==> config.mk <==
export PLATFORM = sky130hd
export DESIGN_NAME = addr_reg_bank
export DESIGN_NICKNAME = d
export VERILOG_FILES = /design/src/rtl/addr_reg_bank.sv
export SDC_FILE = /design/constraint.sdc
export NUM_CORES = 1
export LEC_CHECK = 0
export BUFFER_PORTS_ARGS = -buffer_cell sky130_fd_sc_hd__buf_2
export CORE_UTILIZATION = 56
export DETAILED_ROUTE_END_ITERATION = 6
export GPL_TIMING_DRIVEN = 0
export PLACE_DENSITY = 0.85
export SLEW_MARGIN = 20
export SYNTH_ARGS = -nofsm -noshare
export SYNTH_HDL_FRONTEND = slang
export SYNTH_SLANG_ARGS = --single-unit
==> constraint.sdc <==
create_clock -name clk -period 4.1 [get_ports clk]
set_input_delay 0.41 -clock clk [delete_from_list [all_inputs] [get_ports clk]]
set_output_delay 0.41 -clock clk [all_outputs]
set_load 0.005 [all_outputs]
==> src/rtl/addr_reg_bank.sv <==
// addr_reg_bank: DEPTH working address registers with matching shadow
// registers, a single-op-per-cycle update port and a registered read port.
// Reads return the pre-operation value (no bypass). wrap pulses one cycle
// after an INC/DEC/ADD crosses the 0 / all-ones boundary.
// Optional feature: define ADDR_REG_BANK_BOUNDS_EN to add lo_bound/hi_bound
// ports and reject out-of-range results with a one-cycle fault pulse.
module addr_reg_bank #(
  parameter  int WIDTH = 16,
  parameter  int DEPTH = 4,
  localparam int SW    = $clog2(DEPTH)
) (
  input  logic             clk,
  input  logic             rst,
  input  logic             op_valid,
  input  logic [2:0]       op,
  input  logic [SW-1:0]    op_sel,
  input  logic [WIDTH-1:0] din,
  input  logic [SW-1:0]    rd_sel,
`ifdef ADDR_REG_BANK_BOUNDS_EN
  input  logic [WIDTH-1:0] lo_bound,
  input  logic [WIDTH-1:0] hi_bound,
`endif
  output logic [WIDTH-1:0] rd_data,
  output logic             wrap,
  output logic             fault
);

  typedef enum logic [2:0] {
    OP_NOP     = 3'b000,
    OP_LOAD    = 3'b001,
    OP_INC     = 3'b010,
    OP_DEC     = 3'b011,
    OP_ADD     = 3'b100,
    OP_CLR     = 3'b101,
    OP_SAVE    = 3'b110,
    OP_RESTORE = 3'b111
  } op_e;

  localparam logic [WIDTH-1:0] ONE = WIDTH'(1);

  logic [DEPTH-1:0][WIDTH-1:0] r_q, r_d;
  logic [DEPTH-1:0][WIDTH-1:0] s_q, s_d;
  logic [WIDTH-1:0]            rd_data_q, rd_data_d;
  logic                        wrap_q, wrap_d;

  logic [WIDTH-1:0] cur, res;
  logic [WIDTH:0]   sum;
  logic             wr, res_wrap;

`ifdef ADDR_REG_BANK_BOUNDS_EN
  logic fault_q, fault_d;
  logic chk;
`endif

  // Next-state: decode the op against the addressed register, read port
  // samples the current (pre-op) contents.
  always_comb begin
    r_d       = r_q;
    s_d       = s_q;
    rd_data_d = r_q[rd_sel];
    cur       = r_q[op_sel];
    // ADD treats din as a signed offset: crossing happens on carry-out for
    // a non-negative offset, and on absence of carry-out for a negative one.
    sum       = {1'b0, cur} + {1'b0, din};
    res       = cur;
    res_wrap  = 1'b0;
    wr        = 1'b0;
    if (op_valid) begin
      case (op_e'(op))
        OP_LOAD:    begin res = din;              wr = 1'b1; end
        OP_INC:     begin res = cur + ONE;        wr = 1'b1; res_wrap = &cur;  end
        OP_DEC:     begin res = cur - ONE;        wr = 1'b1; res_wrap = ~|cur; end
        OP_ADD:     begin
          res      = sum[WIDTH-1:0];
          wr       = 1'b1;
          res_wrap = din[WIDTH-1] ? ~sum[WIDTH] : sum[WIDTH];
        end
        OP_CLR:     begin res = '0;               wr = 1'b1; end
        OP_SAVE:    s_d[op_sel] = cur;
        OP_RESTORE: begin res = s_q[op_sel];      wr = 1'b1; end
        default:    ;
      endcase
    end
`ifdef ADDR_REG_BANK_BOUNDS_EN
    // CLR is deliberately exempt so software can always park a register at 0.
    fault_d = 1'b0;
    chk = op_valid && (op != OP_NOP) && (op != OP_CLR) && (op != OP_SAVE);
    if (chk && ((res < lo_bound) || (res > hi_bound))) begin
      fault_d  = 1'b1;
      wr       = 1'b0;
      res_wrap = 1'b0;
    end
`endif
    if (wr) r_d[op_sel] = res;
    wrap_d = res_wrap;
  end

  // State and registered outputs; reset clears everything asynchronously.
  always_ff @(posedge clk or posedge rst) begin
    if (rst) begin
      r_q       <= '0;
      s_q       <= '0;
      rd_data_q <= '0;
      wrap_q    <= 1'b0;
    end else begin
      r_q       <= r_d;
      s_q       <= s_d;
      rd_data_q <= rd_data_d;
      wrap_q    <= wrap_d;
    end
  end

`ifdef ADDR_REG_BANK_BOUNDS_EN
  // Fault pulse flop, only present when bounds checking is built in.
  always_ff @(posedge clk or posedge rst) begin
    if (rst) fault_q <= 1'b0;
    else     fault_q <= fault_d;
  end
  assign fault = fault_q;
`else
  assign fault = 1'b0;
`endif

  assign rd_data = rd_data_q;
  assign wrap    = wrap_q;

endmodule
==> flow_metrics.tcl <==
set metrics [dict create \
    seqCellArea_mm2 0.00363 \
    crit_type "in2reg" \
    place.detailed.hpwl_mm 15.6 \
    tritoncts.num_buffers 17 \
    yosys-mux-area-fraction 0.222 \
    yosysWarningCount 0 \
    drtAntennaViolNets 0 \
    place_congestion 1.00 \
    clkSinkCount 145 \
    synth_cells 732 \
    cts_buffer_depth 2 \
    crit_path_max_incr_delay_ns 0.52 \
    synth.yosys.seq_area_share 0.435 \
    power_density_mw_per_mm2 534 \
    power_leakage_uw 0.00419 \
    post_synth_instance_area_mm2 0.00834 \
    run_status "finished, final reports clean" \
    fp.dieH_um 124 \
    worst_hold_check_path_type "in2reg" \
    initial_core_util 0.574 \
    place.port_buffers 37 \
    leading_register_cell_type_out_of_synthesis "sky130_fd_sc_hd__dfrtp_1" \
    synth.top_cells.by_area "sky130_fd_sc_hd__dfrtp_1 44%, sky130_fd_sc_hd__mux4_2 13%, sky130_fd_sc_hd__mux2_2 8.4%" \
    root_buffer "sky130_fd_sc_hd__clkbuf_16" \
    synth-compound-area-share 0.144 \
    numPlacedInstances 958 \
    multi_input_logic_area_mm2 0.00447 \
    grt_first_pass_wirelength_mm 34.6 \
    asyncSetResetFlopFracSynth 1.00 \
    first_global_vias 6559 \
    layout-drive-gt1-share 0.264 \
    fin_nets 852 \
    worst_slew_pin_slew_ns 0.931 \
    max-slew-margin-rel 0.379 \
    drt_pass1_iterations 5 \
    worstPathMaxFanout 10 \
    synthesis.nets 790 \
    cts.reportedPaths.clkPinSlew_ns 0.06 \
    grt_setup_unrepaired "no" \
    count_of_distinct_cell_types_in_the_synthesized_netlist 64 \
    num_io_pins 44 \
    synth_enable_flop_cells 0 \
    timing.critical_path.slowest_stage_cell "sky130_fd_sc_hd__mux4_2" \
    cp-start-kind "input port" \
    cp_common_cell "sky130_fd_sc_hd__buf_2" \
    fp.coreArea_mm2 0.0145 \
    dr_vias 6517 \
    vias_per_std_cell 6.58 \
    clock_skew_ns 0.00555 \
    path_cells "buf_2 -> buf_4 -> buf_2 -> mux4_2 -> fa_1 -> a21o_1 -> a221oi_1 -> o31ai_1 -> o2111ai_1 -> mux2i_1 -> a22oi_1 -> a31oi_1" \
    grt_max_degree 30 \
    cp-end-kind "flip-flop" \
    vdd_ir_drop_max_v 0.000388 \
    final_min_period_over_clock_period 0.979 \
    slew_viol_final 0 \
    synth_xor_area_frac 0.0242 \
    total_of_endpoints_with_negative_setup_slack_in_the_final_report 0 \
    final_util 0.652 \
    drtIter0Drc 651 \
    std_cell_rows 44 \
    worst_skew_pair_latency_ns 0.42 \
    netlist.top_cell.by_area "sky130_fd_sc_hd__dfrtp_1" \
    die-width_um 124 \
    average_wire_length_per_cell_after_detail_routing_um 21.9 \
    maxCapViolCount 0 \
    cts_setup_buffers 0 \
    final_period_minus_worst_setup_slack_ns 4.02 \
    cts_tree "built" \
    synthesized_area_per_cell_um2 11.4 \
    ctsHtreeMaxLevel 4 \
    synth_top_family_by_area "multiplexers" \
    synth_simple_gate_area_share 0.0942 \
    layout-area-overhead-vs-synth_pct 13.7 \
    routed_wirelength_mm 21.7 \
    cp_data_required_time_ns 4.37 \
    adder_and_majority_gate_portion_of_the_synthesized_area 0.0498 \
    global_route.usage.total 0.308 \
    gr-total-overflow 0 \
    n_antenna_cell 0 \
    final.fill_count 1140 \
    drt_drc_violations_left 0 \
    finalHoldViolations 0 \
    synth-seq-cells 145 \
    layoutNonFillerInstCount 991 \
    initial_antenna_violation_count 0 \
    fmax_mhz 249 \
    die-area_mm2 0.0154 \
    synth_largest_type_area_fraction 0.435 \
    critical_path_arrival_ns 4.28 \
]
power by group:
| group | leakage [uW] | switching [uW] | internal (uW) | total (uW) |
|---|---|---|---|---|
| registers | 0.00184 | 200 | 1780 | 1980 |
| logic | 0.00205 | 843 | 715 | 1560 |
| clock network | 0.000293 | 568 | 957 | 1520 |
| total | 0.00419 | 1610 | 3450 | 5070 |
metal layers:
layer / part of all wire / global-route usage / routed length [um]
met5: 0 / 0 / 0
met4: 0.030 / 0.128 / 650
met1: 0.41 / 0.404 / 8800
met2: 0.48 / 0.501 / 10500
met3: 0.081 / 0.0618 / 1760
flip-flops by register name, summed over array words and instances, names as in the netlist:
name	count
r_q	64
rd_data	16
s_q	64
wrap	1
cell usage in the layout, fill, tap and decap left out, types with 4 or more instances in the layout:
cell,n
sky130_fd_sc_hd__a211oi_1,4
sky130_fd_sc_hd__a21o_1,7
sky130_fd_sc_hd__a21oi_1,22
sky130_fd_sc_hd__a221oi_1,5
sky130_fd_sc_hd__a22oi_1,11
sky130_fd_sc_hd__a31oi_1,8
sky130_fd_sc_hd__buf_1,5
sky130_fd_sc_hd__buf_12,4
sky130_fd_sc_hd__buf_2,43
sky130_fd_sc_hd__buf_4,6
sky130_fd_sc_hd__clkbuf_1,26
sky130_fd_sc_hd__clkbuf_16,17
sky130_fd_sc_hd__clkbuf_8,4
sky130_fd_sc_hd__clkinv_2,4
sky130_fd_sc_hd__dfrtp_1,145
sky130_fd_sc_hd__ha_1,30
sky130_fd_sc_hd__inv_1,8
sky130_fd_sc_hd__mux2_2,62
sky130_fd_sc_hd__mux2i_1,7
sky130_fd_sc_hd__mux4_2,48
sky130_fd_sc_hd__nand2_1,84
sky130_fd_sc_hd__nand2b_1,9
sky130_fd_sc_hd__nand3_1,16
sky130_fd_sc_hd__nand4_1,7
sky130_fd_sc_hd__nor2_1,33
sky130_fd_sc_hd__nor4_1,4
sky130_fd_sc_hd__o21a_1,6
sky130_fd_sc_hd__o21ai_0,82
sky130_fd_sc_hd__or3_1,5
sky130_fd_sc_hd__xnor2_1,11
sky130_fd_sc_hd__xor2_1,12
logic make-up (layout without fill, tap and decap cells):
| logic type | count (synthesis) | in the layout |
|---|---|---|
| other | 1 | 1 |
| AND/OR/NAND/NOR | 174 | 174 |
| buffers and inverters | 53 | 128 |
| multiplexers | 117 | 117 |
| XOR/XNOR | 23 | 23 |
| flip-flops | 145 | 145 |
| AO/OA/AOI/OAI | 187 | 187 |
| adder cells (fa/ha/maj) | 32 | 32 |
final timing paths:
check	start	to	slack [ns]	depth (start not counted)
setup / recovery	op_sel[1]	r_q[14]	0.08	12
hold / removal	din[15]	wrap	0.41	3
setup reg to reg	r_q[48]	r_q[14]	0.14	11
hold reg to reg	r_q[45]	r_q[45]	0.50	2
max in group asynchronous	rst	r_q[49]	2.85	5
min in group asynchronous	rst	s_q[18]	0.54	3
cell type report:
type | count | area share
multi-input combinational | 534 | 0.472
sequential | 145 | 0.383
clock buffer | 23 | 0.0515
timing repair buffer | 43 | 0.0319
tap | 184 | 0.0243
buffer | 44 | 0.0230
clock inverter | 9 | 0.0111
inverter | 9 | 0.00396
worst max-delay path, delay by kind of cell:
kind	cells	cell delay (ns)
adders and majority gates	1	0.49
AOI/OAI and AO/OA	6	1.94
muxes	2	0.65
buffers and inverters	3	0.77
metrics by stage:
stage	TNS (ns)	hold slack [ns]	power [uW]	setup WS, ns	instance area (um^2)
after global routing	0	0.396	5320	0.0938	9480
after CTS	0	0.373	5050	0.168	9470
final	0	0.410	5070	0.0845	9480
after floorplan	0	0.445	3080	0.557	8340
after global placement	-1.22	0.465	3420	-0.174	8760
after detailed placement	-1.71	0.447	3500	-0.221	8870
Yosys cell counts (5+ instances only):
library cell               instances
sky130_fd_sc_hd__a31oi_1           8
sky130_fd_sc_hd__buf_4             6
sky130_fd_sc_hd__buf_2             6
sky130_fd_sc_hd__nand4_1           7
sky130_fd_sc_hd__mux4_2           48
sky130_fd_sc_hd__buf_1             5
sky130_fd_sc_hd__a221oi_1          7
sky130_fd_sc_hd__clkbuf_1         24
sky130_fd_sc_hd__nor2_1           33
sky130_fd_sc_hd__o21a_1            6
sky130_fd_sc_hd__or3_1             5
sky130_fd_sc_hd__nand3_1          16
sky130_fd_sc_hd__mux2_2           62
sky130_fd_sc_hd__mux2i_1           7
sky130_fd_sc_hd__xor2_1           12
sky130_fd_sc_hd__dfrtp_1         145
sky130_fd_sc_hd__a21oi_1          22
sky130_fd_sc_hd__nand2b_1          9
sky130_fd_sc_hd__inv_1             9
sky130_fd_sc_hd__xnor2_1          11
sky130_fd_sc_hd__o21ai_0          82
sky130_fd_sc_hd__ha_1             30
sky130_fd_sc_hd__a21o_1            7
sky130_fd_sc_hd__a22oi_1          11
sky130_fd_sc_hd__nand2_1          84
what timing repair did:
action                     in CTS  in global routing
hold endpoints to repair       11                  0
gates resized for setup         0                  2
setup endpoints to repair       0                  7
hold buffers                    1                  0
Note: power is estimated with default switching activity, not from simulation.
